## src/rtl/beep_sequencer_pkg.sv

```systemverilog
// Shared definitions for the beep sequencer: mode encodings and the
// per-channel FSM state type.
package beep_sequencer_pkg;

  localparam logic [1:0] MODE_CONT  = 2'd0;
  localparam logic [1:0] MODE_GATED = 2'd1;
  localparam logic [1:0] MODE_BURST = 2'd2;
  localparam logic [1:0] MODE_RSVD  = 2'd3;

  typedef enum logic [1:0] {
    ST_IDLE = 2'd0,
    ST_ON   = 2'd1,
    ST_OFF  = 2'd2
  } beep_state_e;

endpackage

```

## src/rtl/beep_sequencer_channel.sv

```systemverilog
// One tone channel: IDLE/ON/OFF sequencer with a private tick prescaler,
// a half-period counter for the square wave, a duration counter and a beep counter.
module beep_channel
  import beep_sequencer_pkg::*;
#(
  parameter int TICK_DIV = 1000,
  parameter int HALF_W   = 16,
  parameter int TIME_W   = 12,
  parameter int CNT_W    = 4
) (
  input  logic              clk,
  input  logic              rst,
  input  logic              start,
  input  logic              stop,
  input  logic [1:0]        mode,
  input  logic [HALF_W-1:0] half_period,
  input  logic [TIME_W-1:0] on_time,
  input  logic [TIME_W-1:0] off_time,
  input  logic [CNT_W-1:0]  beep_cnt,
  output logic              tone,
  output logic              tone_next,
  output logic              busy,
  output logic              done
);

  localparam int TICK_W = (TICK_DIV > 1) ? $clog2(TICK_DIV) : 1;
  localparam logic [TICK_W-1:0] TICK_LAST = TICK_W'(TICK_DIV - 1);

  beep_state_e       state_q, state_d;
  logic [1:0]        mode_q, mode_d;
  logic [HALF_W-1:0] half_q, half_d;
  logic [TIME_W-1:0] on_q, on_d;
  logic [TIME_W-1:0] off_q, off_d;
  logic [CNT_W-1:0]  cnt_q, cnt_d;
  logic [HALF_W-1:0] half_cnt_q, half_cnt_d;
  logic [TICK_W-1:0] tick_q, tick_d;
  logic [TIME_W-1:0] dur_q, dur_d;
  logic [CNT_W-1:0]  beeps_q, beeps_d;
  logic              tone_q, tone_d;
  logic              done_q, done_d;

  logic [TIME_W-1:0] cur_dur;
  logic              window_end;

  // A zero duration behaves as one tick, so the window ends on the first tick.
  always_comb begin
    cur_dur    = (state_q == ST_OFF) ? off_q : on_q;
    window_end = (tick_q == TICK_LAST) &&
                 ((cur_dur == '0) || (dur_q == cur_dur - TIME_W'(1)));
  end

  always_comb begin
    state_d    = state_q;
    mode_d     = mode_q;
    half_d     = half_q;
    on_d       = on_q;
    off_d      = off_q;
    cnt_d      = cnt_q;
    half_cnt_d = half_cnt_q;
    tick_d     = tick_q;
    dur_d      = dur_q;
    beeps_d    = beeps_q;
    tone_d     = tone_q;
    done_d     = 1'b0;

    if (stop) begin
      state_d    = ST_IDLE;
      tone_d     = 1'b0;
      half_cnt_d = '0;
      tick_d     = '0;
      dur_d      = '0;
      beeps_d    = '0;
    end else if (start && (mode != MODE_RSVD)) begin
      mode_d     = mode;
      half_d     = half_period;
      on_d       = on_time;
      off_d      = off_time;
      cnt_d      = beep_cnt;
      half_cnt_d = '0;
      tick_d     = '0;
      dur_d      = '0;
      beeps_d    = '0;
      if ((mode == MODE_BURST) && (beep_cnt == '0)) begin
        state_d = ST_IDLE;
        tone_d  = 1'b0;
        done_d  = 1'b1;
      end else begin
        state_d = ST_ON;
        tone_d  = (half_period != '0);
      end
    end else begin
      case (state_q)
        ST_ON: begin
          if (half_q == '0) begin
            tone_d = 1'b0;
          end else if (half_cnt_q == half_q - HALF_W'(1)) begin
            tone_d     = ~tone_q;
            half_cnt_d = '0;
          end else begin
            half_cnt_d = half_cnt_q + HALF_W'(1);
          end
          // Continuous mode holds ON indefinitely, so its timers stay parked.
          if (mode_q != MODE_CONT) begin
            if (tick_q == TICK_LAST) begin
              tick_d = '0;
              dur_d  = dur_q + TIME_W'(1);
            end else begin
              tick_d = tick_q + TICK_W'(1);
            end
            if (window_end) begin
              tick_d     = '0;
              dur_d      = '0;
              half_cnt_d = '0;
              tone_d     = 1'b0;
              if ((mode_q == MODE_BURST) && (beeps_q == cnt_q - CNT_W'(1))) begin
                state_d = ST_IDLE;
                done_d  = 1'b1;
                beeps_d = '0;
              end else begin
                state_d = ST_OFF;
                if (mode_q == MODE_BURST) begin
                  beeps_d = beeps_q + CNT_W'(1);
                end
              end
            end
          end
        end
        ST_OFF: begin
          tone_d = 1'b0;
          if (tick_q == TICK_LAST) begin
            tick_d = '0;
            dur_d  = dur_q + TIME_W'(1);
          end else begin
            tick_d = tick_q + TICK_W'(1);
          end
          if (window_end) begin
            tick_d     = '0;
            dur_d      = '0;
            half_cnt_d = '0;
            state_d    = ST_ON;
            tone_d     = (half_q != '0);
          end
        end
        default: begin
          tone_d = 1'b0;
        end
      endcase
    end
  end

  always_ff @(posedge clk or posedge rst) begin
    if (rst) begin
      state_q    <= ST_IDLE;
      mode_q     <= '0;
      half_q     <= '0;
      on_q       <= '0;
      off_q      <= '0;
      cnt_q      <= '0;
      half_cnt_q <= '0;
      tick_q     <= '0;
      dur_q      <= '0;
      beeps_q    <= '0;
      tone_q     <= 1'b0;
      done_q     <= 1'b0;
    end else begin
      state_q    <= state_d;
      mode_q     <= mode_d;
      half_q     <= half_d;
      on_q       <= on_d;
      off_q      <= off_d;
      cnt_q      <= cnt_d;
      half_cnt_q <= half_cnt_d;
      tick_q     <= tick_d;
      dur_q      <= dur_d;
      beeps_q    <= beeps_d;
      tone_q     <= tone_d;
      done_q     <= done_d;
    end
  end

  assign tone      = tone_q;
  assign tone_next = tone_d;
  assign busy      = (state_q != ST_IDLE);
  assign done      = done_q;

endmodule

```

## src/rtl/beep_sequencer.sv

```systemverilog
// Multi-channel beep/tone sequencer: NUM_CH independent channels plus a
// registered OR of all tone outputs.
module beep_sequencer
  import beep_sequencer_pkg::*;
#(
  parameter int NUM_CH   = 2,
  parameter int TICK_DIV = 1000,
  parameter int HALF_W   = 16,
  parameter int TIME_W   = 12,
  parameter int CNT_W    = 4
) (
  input  logic                     clk,
  input  logic                     rst,
  input  logic [NUM_CH-1:0]        start,
  input  logic [NUM_CH-1:0]        stop,
  input  logic [2*NUM_CH-1:0]      mode,
  input  logic [HALF_W*NUM_CH-1:0] half_period,
  input  logic [TIME_W*NUM_CH-1:0] on_time,
  input  logic [TIME_W*NUM_CH-1:0] off_time,
  input  logic [CNT_W*NUM_CH-1:0]  beep_cnt,
  output logic [NUM_CH-1:0]        tone,
  output logic                     tone_mix,
  output logic [NUM_CH-1:0]        busy,
  output logic [NUM_CH-1:0]        done
);

  logic [NUM_CH-1:0] tone_next;
  logic              tone_mix_q;

  for (genvar ch = 0; ch < NUM_CH; ch++) begin : g_ch
    beep_channel #(
      .TICK_DIV (TICK_DIV),
      .HALF_W   (HALF_W),
      .TIME_W   (TIME_W),
      .CNT_W    (CNT_W)
    ) u_channel (
      .clk         (clk),
      .rst         (rst),
      .start       (start[ch]),
      .stop        (stop[ch]),
      .mode        (mode[2*ch +: 2]),
      .half_period (half_period[HALF_W*ch +: HALF_W]),
      .on_time     (on_time[TIME_W*ch +: TIME_W]),
      .off_time    (off_time[TIME_W*ch +: TIME_W]),
      .beep_cnt    (beep_cnt[CNT_W*ch +: CNT_W]),
      .tone        (tone[ch]),
      .tone_next   (tone_next[ch]),
      .busy        (busy[ch]),
      .done        (done[ch])
    );
  end

  // Built from each channel's next tone so the mix updates on the same edge as the tone bits.
  always_ff @(posedge clk or posedge rst) begin
    if (rst) begin
      tone_mix_q <= 1'b0;
    end else begin
      tone_mix_q <= |tone_next;
    end
  end

  assign tone_mix = tone_mix_q;

endmodule
```

## config.mk

```make
export PLATFORM = sky130hd
export DESIGN_NAME = beep_sequencer
export DESIGN_NICKNAME = d
export VERILOG_FILES = /design/src/rtl/beep_sequencer_pkg.sv /design/src/rtl/beep_sequencer_channel.sv /design/src/rtl/beep_sequencer.sv
export SDC_FILE = /design/constraint.sdc
export NUM_CORES = 1
export LEC_CHECK = 0
export CAP_MARGIN = 30
export CORE_MARGIN = 3
export CORE_UTILIZATION = 60
export CTS_BUF_LIST = sky130_fd_sc_hd__clkbuf_2
export DETAILED_ROUTE_END_ITERATION = 8
export GPL_TIMING_DRIVEN = 0
export PLACE_DENSITY = 0.85
export SYNTH_ARGS = -nofsm -noshare
export SYNTH_HDL_FRONTEND = slang
export SYNTH_SLANG_ARGS = --single-unit
```

## constraint.sdc

```tcl
create_clock -name clk -period 9 [get_ports clk]
set_input_delay 1.8 -clock clk [delete_from_list [all_inputs] [get_ports clk]]
set_output_delay 1.8 -clock clk [all_outputs]
set_load 0.03 [all_outputs]
```

**Yosys cells after proc, flatten, opt, wreduce, memory -nomap -nowiden**

Cells that the tools add are included.

- Add/subtract/negate cells: 14
- Eq/ne operators: 24
- Muxes and demuxes: 104
- Bitwise operators: 4
- Reduce and logical (&&, ||, !) cells: 45

Operator list:

| kind | number |
|---|---|
| 16-bit two-way mux | 14 |
| 12-bit two-way mux | 12 |
| 10-bit two-way mux | 10 |
| 16-bit case mux with 2 select lines | 2 |
| 16-bit nonzero test | 4 |
| 4-bit two-way mux | 14 |
| 12-bit case mux with 2 select lines | 2 |
| 10-bit case mux with 2 select lines | 2 |
| 16-bit by 1-bit adder with 16-bit output, second input constant | 2 |
| 16-bit equality test | 2 |
| 16-bit zero test | 2 |
| 1-bit two-way mux | 32 |
| 16-bit by 1-bit subtractor with 16-bit output, second input constant | 2 |
| 12-bit by 1-bit adder with 12-bit output, second input constant | 2 |
| 12-bit equality test | 2 |
| 12-bit zero test | 2 |
| 2-bit two-way mux | 12 |
| 12-bit by 1-bit subtractor with 12-bit output, second input constant | 2 |
| 10-bit by 1-bit adder with 10-bit output, second input constant | 2 |
| 10-bit equality test, second input constant | 2 |
| 3-bit nonzero test | 6 |
| 4-bit by 2-bit != test with 1-bit output, second input constant | 4 |
| 4-bit AND reduction | 4 |
| 4-bit nonzero test | 4 |
| other kinds (16) | 49 |

- Register bits: 185
- Input port bits: 98
- Logic and storage cells: 216

**Depth between registers and ports, before layout**

Gate-level depths: netlist of the first run.

- Depth after elaboration: 12
- Gate-level depth with buffers: 17

**Hierarchy**

A second synthesis of the first run with hierarchy kept.

- Cell total of the unflattened synthesis: 1250
- Area, all modules: 11732.5 µm²

Modules (own cells, without submodules):

| module | instances | cells an instance | area each (µm²) | seq. area each (µm²) |
|---|---|---|---|---|
| beep_channel at g_ch[1].u_channel | 1 | 644 | 5964.5 | 2302.2 |
| beep_channel at g_ch[0].u_channel | 1 | 603 | 5733.0 | 2302.2 |
| beep_sequencer | 1 | 3 | 35.0 | 25.0 |

**Worst setup path before layout of the first run**

No wires, ideal clock.

- Kind: register -> register
- Start point: register g_ch[1].u_channel.state_q[0]
- End point: register g_ch[1].u_channel.half_cnt_q[15]
- Setup time: 0.126 ns
- Data arrival time: 3.931 ns
- Data required time: 8.874 ns
- Path slack: 4.943 ns
- Stages on the path, launching flop included: 17
- Buffers on the path: 4
- Clock period less this slack: 4.057 ns
- Cells stage by stage: dfrtp_1 > inv_1 > ha_1 > buf_4 > buf_2 > buf_2 > mux2i_1 > ha_1 > xor2_1 > or4_1 > a311oi_1 > nand4_1 > or4_1 > o211a_1 > buf_2 > o2bb2a_1 > o41ai_1

- Longest elaborated chain between the ends: 11
- Elaborated cells between the ends (all ways): 16
- Those cells by class: add/sub (1); eq/ne (4); mux (6); reduce/logical (5)

RTL lines:

| element | RTL line | source |
|---|---|---|
| from (decl) | beep_sequencer_channel.sv:29 | `beep_state_e state_q, state_d;` |
| from (signal assigned) | beep_sequencer_channel.sv:166 | `state_q <= state_d;` |
| 2-bit equality test | beep_sequencer_channel.sv:47, beep_sequencer_channel.sv:92 |  |
| 12-bit two-way mux | beep_sequencer_channel.sv:47 | `cur_dur = (state_q == ST_OFF) ? off_q : on_q;` |
| 12-bit by 1-bit subtractor with 12-bit output | beep_sequencer_channel.sv:49 | `((cur_dur == '0) \|\| (dur_q == cur_dur - TIME_W'(1)));` |
| 12-bit equality test | beep_sequencer_channel.sv:49 |  |
| 1-bit logical OR | beep_sequencer_channel.sv:49 |  |
| 1-bit logical AND | beep_sequencer_channel.sv:48 | `window_end = (tick_q == TICK_LAST) &&` |
| 16-bit two-way mux | beep_sequencer_channel.sv:110 | `if (window_end) begin` |
| 16-bit two-way mux | beep_sequencer_channel.sv:103 | `if (mode_q != MODE_CONT) begin` |
| 16-bit case mux with 2 select lines | beep_sequencer_channel.sv:92 | `case (state_q)` |
| 16-bit two-way mux | beep_sequencer_channel.sv:73 | `end else if (start && (mode != MODE_RSVD)) begin` |
| 16-bit two-way mux | beep_sequencer_channel.sv:66 | `if (stop) begin` |
| to (signal assigned) | beep_sequencer_channel.sv:172 | `half_cnt_q <= half_cnt_d;` |
| to (decl) | beep_sequencer_channel.sv:35 | `logic [HALF_W-1:0] half_cnt_q, half_cnt_d;` |

Several ways; a longest one is shown, not always the timed one.
A chain may end at the register's enable or synchronous reset.

**Final worst setup path of the first run**

- Start point: register g_ch[0].u_channel.state_q[0]
- End point: register g_ch[0].u_channel.half_cnt_q[0]

- Longest elaborated chain between the ends: 11
- Elaborated cells between the ends (all ways): 16
- Those cells by class: add/sub (1); eq/ne (4); mux (6); reduce/logical (5)

RTL lines:

| element | RTL line |
|---|---|
| from (decl) | beep_sequencer_channel.sv:29 |
| from (signal assigned) | beep_sequencer_channel.sv:166 |
| 2-bit equality test | beep_sequencer_channel.sv:47, beep_sequencer_channel.sv:92 |
| 12-bit two-way mux | beep_sequencer_channel.sv:47 |
| 12-bit by 1-bit subtractor with 12-bit output | beep_sequencer_channel.sv:49 |
| 12-bit equality test | beep_sequencer_channel.sv:49 |
| 1-bit logical OR | beep_sequencer_channel.sv:49 |
| 1-bit logical AND | beep_sequencer_channel.sv:48 |
| 16-bit two-way mux | beep_sequencer_channel.sv:110 |
| 16-bit two-way mux | beep_sequencer_channel.sv:103 |
| 16-bit case mux with 2 select lines | beep_sequencer_channel.sv:92 |
| 16-bit two-way mux | beep_sequencer_channel.sv:73 |
| 16-bit two-way mux | beep_sequencer_channel.sv:66 |
| to (signal assigned) | beep_sequencer_channel.sv:172 |
| to (decl) | beep_sequencer_channel.sv:35 |

Several ways; a longest one is shown, not always the timed one.

==> results of run 1 <==
kinds of logic (layout without fill, tap and decap cells):
logic type / count (synthesis) / in the layout / share of synthesized area
AO/OA/AOI/OAI: 205 / 205 / 0.1234
buffers and inverters: 80 / 219 / 0.02998
flip-flops: 185 / 185 / 0.4123
adder cells (fa/ha/maj): 20 / 20 / 0.02229
multiplexers: 116 / 116 / 0.1136
AND/OR/NAND/NOR: 457 / 457 / 0.2204
XOR/XNOR: 100 / 100 / 0.07801
worst max-delay path, cell delays in order (launching register included):
cell	delay (ns)
dfrtp_1	0.44
inv_1	0.11
ha_1	0.24
buf_4	0.21
buf_2	0.27
clkbuf_1	0.57
mux2i_1	0.26
ha_1	0.21
o21ai_0	0.26
or4_1	0.53
a21o_1	0.20
a2111o_1	0.36
o21a_1	0.27
o2111ai_2	0.37
buf_2	0.30
nor2_1	0.08
mux2_2	0.26
cell usage in the layout, fill, tap and decap left out, types with 5 or more instances in the layout:
cell type,count
dfrtp_1,185
clkdlybuf4s50_1,104
mux2_2,91
nand2_1,88
nor2_1,77
nand3_1,55
xnor2_1,54
o21ai_0,53
xor2_1,46
a21oi_1,45
nor3_1,38
inv_1,36
nand4_1,34
clkbuf_1,27
mux2i_1,25
or3_1,25
nor4_1,22
or4_1,21
ha_1,20
clkbuf_2,18
and3_1,17
nand2b_1,14
o211ai_1,13
o31ai_1,12
buf_4,8
nand3b_1,8
a31oi_1,8
buf_2,7
o22ai_1,7
a21o_1,7
nor2b_1,7
nor3b_1,6
nor4b_1,6
o31a_1,6
or2_2,6
and2_1,6
or3b_2,5
and4_1,5
a22o_1,5
Yosys cell counts, drive strengths merged, types with 14 or more instances:
master	count
or4	21
nor4	22
mux2	91
xor2	46
nor3	38
mux2i	25
xnor2	54
and3	17
ha	20
or3	25
o21ai	55
nand4	34
a21oi	45
nand3	56
dfrtp	185
clkbuf	27
buf	16
nand2	88
nor2	77
inv	37
nand2b	14
through the flow:
stage | power (W) | cells | util
after floorplan | 0.001390 | 1163 | -
after global placement | 0.001532 | 1496 | 0.6918
after detailed placement | 0.001560 | 1500 | 0.6950
after CTS | 0.001966 | 1531 | 0.7070
after global routing | 0.002074 | 1531 | 0.7070
final | 0.001961 | 1531 | 0.7070
cell type report:
| class | instances | area, um2 | area share |
|---|---|---|---|
| Multi-Input combinational cell | 898 | 6264 | 0.4882 |
| Sequential cell | 185 | 4629 | 0.3608 |
| Timing Repair Buffer | 108 | 1089 | 0.08484 |
| Tap cell | 229 | 286.5 | 0.02233 |
| Buffer | 43 | 197.7 | 0.01541 |
| Inverter | 37 | 146.4 | 0.01141 |
| Clock inverter | 13 | 128.9 | 0.01004 |
| Clock buffer | 18 | 90.09 | 0.007021 |
metal layers:
metal | share of wire | wire, um
met5 | 0 | 0
met4 | 0.014 | 381
met1 | 0.44 | 12020
met3 | 0.045 | 1219
met2 | 0.50 | 13440
how the worst max path moves through the flow:
stage	start	endpoint	slack, ns	depth (start not counted)
after CTS	g_ch[0].u_channel.state_q[0]	g_ch[0].u_channel.half_cnt_q[0]	4.05	16
after detailed placement	start[1]	g_ch[1].u_channel.dur_q[9]	4.04	11
after floorplan	rst	g_ch[0].u_channel.beeps_q[0]	2.17	1
after global placement	rst	g_ch[0].u_channel.on_q[9]	-0.22	2
final	g_ch[0].u_channel.state_q[0]	g_ch[0].u_channel.half_cnt_q[0]	3.96	16
after global routing	g_ch[0].u_channel.state_q[0]	g_ch[0].u_channel.half_cnt_q[0]	3.71	16
sequential cells by signal, summed over array words and instances, names as in the netlist:
signal and count:
g_ch.u_channel.cnt_q 8, tone_mix 1, g_ch.u_channel.half_cnt_q 32, g_ch.u_channel.tick_q 20
g_ch.u_channel.off_q 24, g_ch.u_channel.dur_q 24, g_ch.u_channel.tone 2, g_ch.u_channel.mode_q 4
g_ch.u_channel.on_q 24, g_ch.u_channel.state_q 4, g_ch.u_channel.half_q 32, g_ch.u_channel.beeps_q 8
g_ch.u_channel.done 2
power groups by stage:
stage	clock network [W]	logic [W]	registers, W
floorplan	0	0.000396	0.000994
global placement	0	0.000516	0.00102
detailed placement	0	0.000539	0.00102
CTS	0.000417	0.000542	0.00101
global route	0.000452	0.000598	0.00102
finish	0.000408	0.000544	0.00101
==> reports/metrics.yaml, run 1 <==
status:
  outcome: "finished clean"
placement:
  place_congestion: 0.8956
  placed_area_mm2: 0.01261
  io_buffers: 104
  pre_cts_ws_ns: 4.036
  dpl.hpwl_mm: 20.23
worst_hold_path:
  holdCritPathClass: "flip-flop to flip-flop"
  hold_path_end: "g_ch[1].u_channel.half_cnt_q[15]"
  holdPathStages: 1
  hold_start: "g_ch[1].u_channel.half_cnt_q[15]"
sta:
  fmax_mhz: 198.6
  period_minus_slack_ns: 5.035
  holdWs_ns: 0.5384
  setup_ws_ns: 3.965
  hold_violations: 0
  period_share: 0.5594
  worst_pin_slew_ns: 1.013
  relSlewSlack: 0.3233
  report.final.setup_viol: 0
  slew_viol_final: 0
  rsz0062_at_grt: "no"
  final.setup.tns_ns: 0
  skew_ns: 0.03713
clock_tree:
  cts_buffer_depth: 2
  cts_setup_buffers: 0
  postCtsHoldBufs: 0
  cts.repair.resized: 0
  cts_max_level: 4
  cts-buffers-inserted: 17
  tritoncts: "done"
  path_clk_slew_ns: 0.27
  cts-root-buf: "clkbuf_2"
  clock_latency_ns: 0.74
  clock-sinks: 185
power:
  switching_share: 0.3369
  pwr-share-seq: 0.515
  p_leak_nw: 5.038
  clockPowerShare: 0.208
  power_frac_comb: 0.277
  p_switching_w: 0.0006609
  ir_worst_vdd_mv: 0.09046
  power.internal_w: 0.001301
  power_density_mw_per_mm2: 152.9
yosys:
  synth_area_mm2: 0.01123
  synth_cell_types: 75
  ys_seq_area_frac: 0.4123
  synth.avg_cell_area_um2: 9.653
  synth_top_cell_by_area: "dfrtp_1"
  syn_nets: 1281
  ys_ff_latch: 185
  async_flop_share: 1.000
  synth_top_area_share: 0.4123
  ys.warnings.count: 0
  synth_edf_count: 0
  synthTopCellsByArea: "dfrtp_1, mux2_2, xnor2_1"
  synth_flop_cell: "dfrtp_1"
  synthCells: 1163
layout:
  synthToLayoutAreaGrowth_pct: 14.29
  fill_cells: 1394
  n_antenna_cell: 0
  layout-drive-gt1-share: 0.1206
  stdcell_area_mm2: 0.01283
  finalNetCount: 1408
critical_path:
  reg2reg_depth: 16
  timing.rr.start: "g_ch[0].u_channel.state_q[0]"
  crit_fanout: 10
  crit_path_start_kind: "flip-flop"
  crit_type: "flip-flop to flip-flop"
  required_ns: 9.62
  critPathArrivalTime_ns: 5.66
  regToRegEndpoint: "g_ch[0].u_channel.half_cnt_q[0]"
  r2r_slack_ns: 3.96
  cp-end-kind: "flip-flop"
global_routing:
  grt_overflow: 0
  antenna_found_initial: 0
  grt_pass1_wl_mm: 45.10
  busiest_layer: "met2"
  grt_util_met2: 0.4567
  use_met1: 0.3636
  grtUsageMet3: 0.04421
  grt_util_all_layers: 0.2677
  grt_pass1_vias: 9363
  grt_max_degree: 135
die:
  num_io_pins: 105
  initial_core_util: 0.6187
  core_mm2: 0.01815
  fp.dieArea_mm2: 0.02039
  die_y_um: 142.8
  die_w_um: 142.8
  rows: 49
routing:
  via_per_inst: 6.263
  finalWirelength_mm: 27.06
  wl_per_cell_um: 17.67
  ant_nets: 0
  drc: 0
  vias: 9588
  firstDrtPassIters: 6
  drtIter0Drc: 794
run:
  cap_violations: 0
Note: power is estimated with default switching activity, not from simulation.
==> inputs of run 2 (changes only) <==
==> constraint.sdc (replaced) <==
create_clock -name clk -period 5.2 [get_ports clk]
set_input_delay 1.04 -clock clk [delete_from_list [all_inputs] [get_ports clk]]
set_output_delay 1.04 -clock clk [all_outputs]
set_load 0.03 [all_outputs]
==> run 2 against run 1 <==
Core utilization rose by 0.52 points. Combinational power is 73% higher. Register-to-register slack worse by 3.7 ns. Hold slack improved by 0.0065 ns. Sequential power up 72%. Clock-buffer cell count is 1 higher. Die area did not move. Fmax is 2.8% higher. Sequential share of layout area shrank 0.26 points. Critical endpoint is now g_ch[1].u_channel.half_cnt_q[8]. Largest cell class unchanged.
==> reports/metrics.yaml, run 2 (synthesis gave the netlist of run 1 again) <==
clock_tree:
  cts_buffer_depth: 2
  postCtsHoldBufs: 0
  path_clk_slew_ns: 0.27
  clock-sinks: 185
  tritoncts: "done"
  clock_latency_ns: 0.79
  cts-buffers-inserted: 17
  cts-root-buf: "clkbuf_2"
  cts_max_level: 4
critical_path:
  crit_fanout: 10
  worstSetupPathDepth: 16
  slowest_stage: "dfrtp_1"
  cp_top_family: "compound AO/OA/AOI/OAI gates"
  worst-path-buf-inv: 5
  crit_type: "flip-flop to flip-flop"
  reg2reg_depth: 16
  critPathMaxStageDelay_ns: 0.45
  crit_path_start_kind: "flip-flop"
  critPathArrivalTime_ns: 5.63
  path_cells: "inv_1, ha_1, buf_4, buf_2, buf_2, mux2i_1, ha_1, o221ai_1, o21a_1, nor4_1, nand4_1, o21ai_2, or2_0, clkbuf_1, o21ai_0, a22o_1"
  cp-end-kind: "flip-flop"
  required_ns: 5.93
layout:
  final_util: 0.7122
  synthToLayoutAreaGrowth_pct: 15.12
  layout_common_cells: "dfrtp_1, clkdlybuf4s50_1, mux2_2"
  layout-drive-gt1-share: 0.1263
  finalNetCount: 1411
  top_regs: "g_ch.u_channel.half_cnt_q (32), g_ch.u_channel.half_q (32)"
  layout_commonest_cell: "dfrtp_1"
  stdcell_area_mm2: 0.01292
sta:
  slew_viol_final: 0
  hold_violations: 0
  period_share: 0.9420
  worst_pin_slew_ns: 1.056
  period_minus_slack_ns: 4.899
  relSlewSlack: 0.2946
  final.setup.tns_ns: 0
  fmax_mhz: 204.1
  report.final.setup_viol: 0
  skew_ns: 0.04639
  rsz0062_at_grt: "no"
die:
  die_y_um: 142.8
  rows: 49
  num_io_pins: 105
  fp.dieArea_mm2: 0.02039
  die_w_um: 142.8
  core_mm2: 0.01815
  initial_core_util: 0.6187
placement:
  place_congestion: 0.8949
  io_buffers: 104
  placed_area_mm2: 0.01268
  dpl.hpwl_mm: 20.21
worst_hold_path:
  holdPathStages: 1
  holdCritPathClass: "flip-flop to flip-flop"
routing:
  firstDrtPassIters: 6
  drc: 0
  met2_wirelength_mm: 13.07
  wl_per_cell_um: 17.41
  ant_nets: 0
  wl_met3_mm: 1.128
  top_layer_used: "met4"
  drtIter0Drc: 674
  vias: 9552
  wl_met1_mm: 12.07
  via_per_inst: 6.219
  finalWirelength_mm: 26.74
power:
  clockPowerShare: 0.216
  power_density_mw_per_mm2: 265.1
  power.internal_w: 0.002270
  pwr-share-seq: 0.509
  switching_share: 0.3375
  p_leak_nw: 5.079
  ir_worst_vdd_mv: 0.1456
  p_switching_w: 0.001157
  power_frac_comb: 0.275
global_routing:
  grt_pass1_vias: 9142
  grt_overflow: 0
  grt_util_all_layers: 0.2643
  grt_pass1_wl_mm: 44.22
  antenna_found_initial: 1
  grt_max_degree: 43
run:
  cap_violations: 0
status:
  outcome: "finished clean"
[run 2: metrics by stage]
step / hold WS (ns) / setup WS (ns) / std cells / total power (W)
6_report: 0.5449 / 0.3014 / 1536 / 0.003427
5_1_grt: 0.5659 / 0.001030 / 1536 / 0.003628
4_1_cts: 0.5537 / 0.2336 / 1535 / 0.003440
3_5_place_dp: 0.5032 / 0.3240 / 1503 / 0.002702
3_3_place_gp: 0.4911 / 0.3185 / 1496 / 0.002652
2_1_floorplan: 0.4759 / 1.143 / 1163 / 0.002406
[run 2: worst paths after layout]
kind                                                  startpoint                                to  slack, ns
min in group asynchronous                                    rst       g_ch[1].u_channel.half_q[2]       0.64
worst min register to register  g_ch[1].u_channel.half_cnt_q[15]  g_ch[1].u_channel.half_cnt_q[15]       0.54
worst max register to register      g_ch[1].u_channel.state_q[0]   g_ch[1].u_channel.half_cnt_q[8]       0.30
max in group asynchronous                                    rst       g_ch[0].u_channel.tick_q[9]       3.64
worst min-delay path            g_ch[1].u_channel.half_cnt_q[15]  g_ch[1].u_channel.half_cnt_q[15]       0.54
worst max-delay path                g_ch[1].u_channel.state_q[0]   g_ch[1].u_channel.half_cnt_q[8]       0.30
[run 2: area by class of cell]
type	instances	area, um2
sequential	185	4629
timing repair buffer	112	1164
clock buffer	19	95.09
fill	1377	5223
multi-input combinational	898	6270
buffer	42	193.9
inverter	37	142.6
clock inverter	13	141.4
tap	229	286.5
antenna	1	2.502
[run 2: repair_timing]
action	in CTS	in global routing
endpoints found under the hold margin	0	0
endpoints found under the setup margin	0	11
buffers inserted	0	0
gates resized for setup	0	2
[run 2: power groups by stage]
stage / clock network (W) / registers, W / logic, W
2_1_floorplan: 0 / 0.00172 / 0.000686
3_3_place_gp: 0 / 0.00176 / 0.000891
3_5_place_dp: 0 / 0.00177 / 0.000936
4_1_cts: 0.000757 / 0.00174 / 0.000940
5_1_grt: 0.000813 / 0.00177 / 0.00104
6_report: 0.000741 / 0.00174 / 0.000941
[run 2: per-layer routing]
metal / up-vias / global-route usage
met1: 4676 / 0.3636
met4: 0 / 0.07054
li1: 4559 / -
met3: 42 / 0.04119
met2: 275 / 0.4397
met5: - / 0
==> inputs of run 3 (changes only) <==
==> constraint.sdc (replaced) <==
create_clock -name clk -period 5.4 [get_ports clk]
set_input_delay 1.08 -clock clk [delete_from_list [all_inputs] [get_ports clk]]
set_output_delay 1.08 -clock clk [all_outputs]
set_load 0.03 [all_outputs]
==> run 3 against run 2 <==
Clock power decreased by 3.4%. Clock-buffer cell count unchanged. Die area is the same. Global-route usage unchanged. Setup slack better by 0.10 ns. Flip-flop and latch count unchanged.
==> reports/metrics.yaml, run 3 (synthesis gave the netlist of run 1 again) <==
status:
  outcome: "finished clean"
layout:
  finalNetCount: 1412
  layout_common_cells: "dfrtp_1, clkdlybuf4s50_1, mux2_2"
  top_regs: "g_ch.u_channel.half_cnt_q (32), g_ch.u_channel.half_q (32)"
  layout_commonest_cell: "dfrtp_1"
  synthToLayoutAreaGrowth_pct: 15.10
  final_cells: 1537
  fill_cells: 1373
  layout-drive-gt1-share: 0.1247
clock_tree:
  clock_latency_ns: 0.80
  cts_max_level: 4
  cts-buffers-inserted: 17
  path_clk_slew_ns: 0.27
  postCtsHoldBufs: 0
  cts-root-buf: "clkbuf_2"
  cts.repair.resized: 0
  tritoncts: "done"
  cts_buffer_depth: 2
  clock-sinks: 185
  cts_setup_buffers: 0
die:
  num_io_pins: 105
  fp.dieArea_mm2: 0.02039
  core_mm2: 0.01815
  die_w_um: 142.8
  die_y_um: 142.8
  initial_core_util: 0.6187
  rows: 49
critical_path:
  required_ns: 6.07
  critPathArrivalTime_ns: 5.67
  crit_type: "flip-flop to flip-flop"
  cp_top_family: "compound AO/OA/AOI/OAI gates"
  worstSetupPathDepth: 16
  crit_fanout: 10
  crit_path_start_kind: "flip-flop"
  worst-path-buf-inv: 5
  cp-end-kind: "flip-flop"
  slowest_stage: "or4_1"
  critPathMaxStageDelay_ns: 0.53
  reg2reg_depth: 16
  path_cells: "inv_1, ha_1, buf_4, buf_2, clkbuf_1, mux2i_1, ha_1, o21ai_0, or4_1, a21o_1, a2111o_1, o21a_1, o2111ai_2, buf_2, nor2_1, mux2_2"
power:
  power_density_mw_per_mm2: 255.7
  ir_worst_vdd_mv: 0.1401
  p_leak_nw: 5.079
routing:
  wl_per_cell_um: 17.39
  finalWirelength_mm: 26.73
  via_per_inst: 6.217
  drtIter0Drc: 719
  drc: 0
  ant_nets: 0
  vias: 9555
  firstDrtPassIters: 5
global_routing:
  grt_max_degree: 43
  grtUsageMet3: 0.04119
  use_met1: 0.3636
  grt_overflow: 0
  antenna_found_initial: 1
  grt_pass1_vias: 9142
  grt_pass1_wl_mm: 44.22
  grt_util_met2: 0.4397
  grt_util_all_layers: 0.2643
  busiest_layer: "met2"
sta:
  worst_pin_slew_ns: 1.046
  fmax_mhz: 200.2
  skew_ns: 0.05039
  period_share: 0.9250
  relSlewSlack: 0.3011
  slew_viol_final: 0
  final.setup.tns_ns: 0
  holdWs_ns: 0.5447
  rsz0062_at_grt: "no"
  hold_violations: 0
  period_minus_slack_ns: 4.995
  report.final.setup_viol: 0
placement:
  io_buffers: 104
  place_congestion: 0.8949
  dpl.hpwl_mm: 20.21
  dp.cells: 1503
run:
  cap_violations: 0
worst_hold_path:
  holdCritPathClass: "flip-flop to flip-flop"
  holdPathStages: 1
[run 3: routing by layer]
layer / share of wire / up-vias / wire, um
li1: - / 4560 / -
met1: 0.45 / 4651 / 11950
met3: 0.045 / 47 / 1212
met4: 0.018 / 0 / 488
met2: 0.49 / 297 / 13090
met5: 0 / - / 0
[run 3: area by class of cell]
cell class	count	area, um2	share of cell area
antenna	1	2.502	0.0001936
buffer	43	197.7	0.01530
clock buffer	19	95.09	0.007359
clock inverter	13	141.4	0.01094
inverter	37	142.6	0.01104
multi-input combinational	898	6264	0.4847
sequential	185	4629	0.3582
tap	229	286.5	0.02217
timing repair buffer	112	1164	0.09005
[run 3: worst paths after layout]
check / start / endpoint / slack (ns)
hold reg to reg: g_ch[1].u_channel.half_cnt_q[15] / g_ch[1].u_channel.half_cnt_q[15] / 0.54
max in group asynchronous: rst / g_ch[0].u_channel.tick_q[9] / 3.80
setup reg to reg: g_ch[0].u_channel.state_q[0] / g_ch[0].u_channel.half_cnt_q[0] / 0.40
hold / removal: g_ch[1].u_channel.half_cnt_q[15] / g_ch[1].u_channel.half_cnt_q[15] / 0.54
setup / recovery: g_ch[0].u_channel.state_q[0] / g_ch[0].u_channel.half_cnt_q[0] / 0.40
min in group asynchronous: rst / g_ch[1].u_channel.half_q[2] / 0.68
[run 3: through the flow]
stage	total power [W]	setup WS [ns]	area, um2	utilization
4_1_cts	0.003312	0.4336	12910	0.7117
5_1_grt	0.003494	0.05366	12920	0.7121
2_1_floorplan	0.002317	1.343	11230	-
6_report	0.003304	0.4049	12920	0.7121
3_3_place_gp	0.002553	0.4785	12560	0.6920
3_5_place_dp	0.002602	0.5240	12680	0.6986
[run 3: report_power, final]
group / switching, W / internal (W) / leakage [nW]
Clock: 0.000495 / 0.000221 / 0.144
Combinational: 0.000467 / 0.000441 / 2.56
Sequential: 0.000156 / 0.00152 / 2.38
Total: 0.00112 / 0.00219 / 5.08
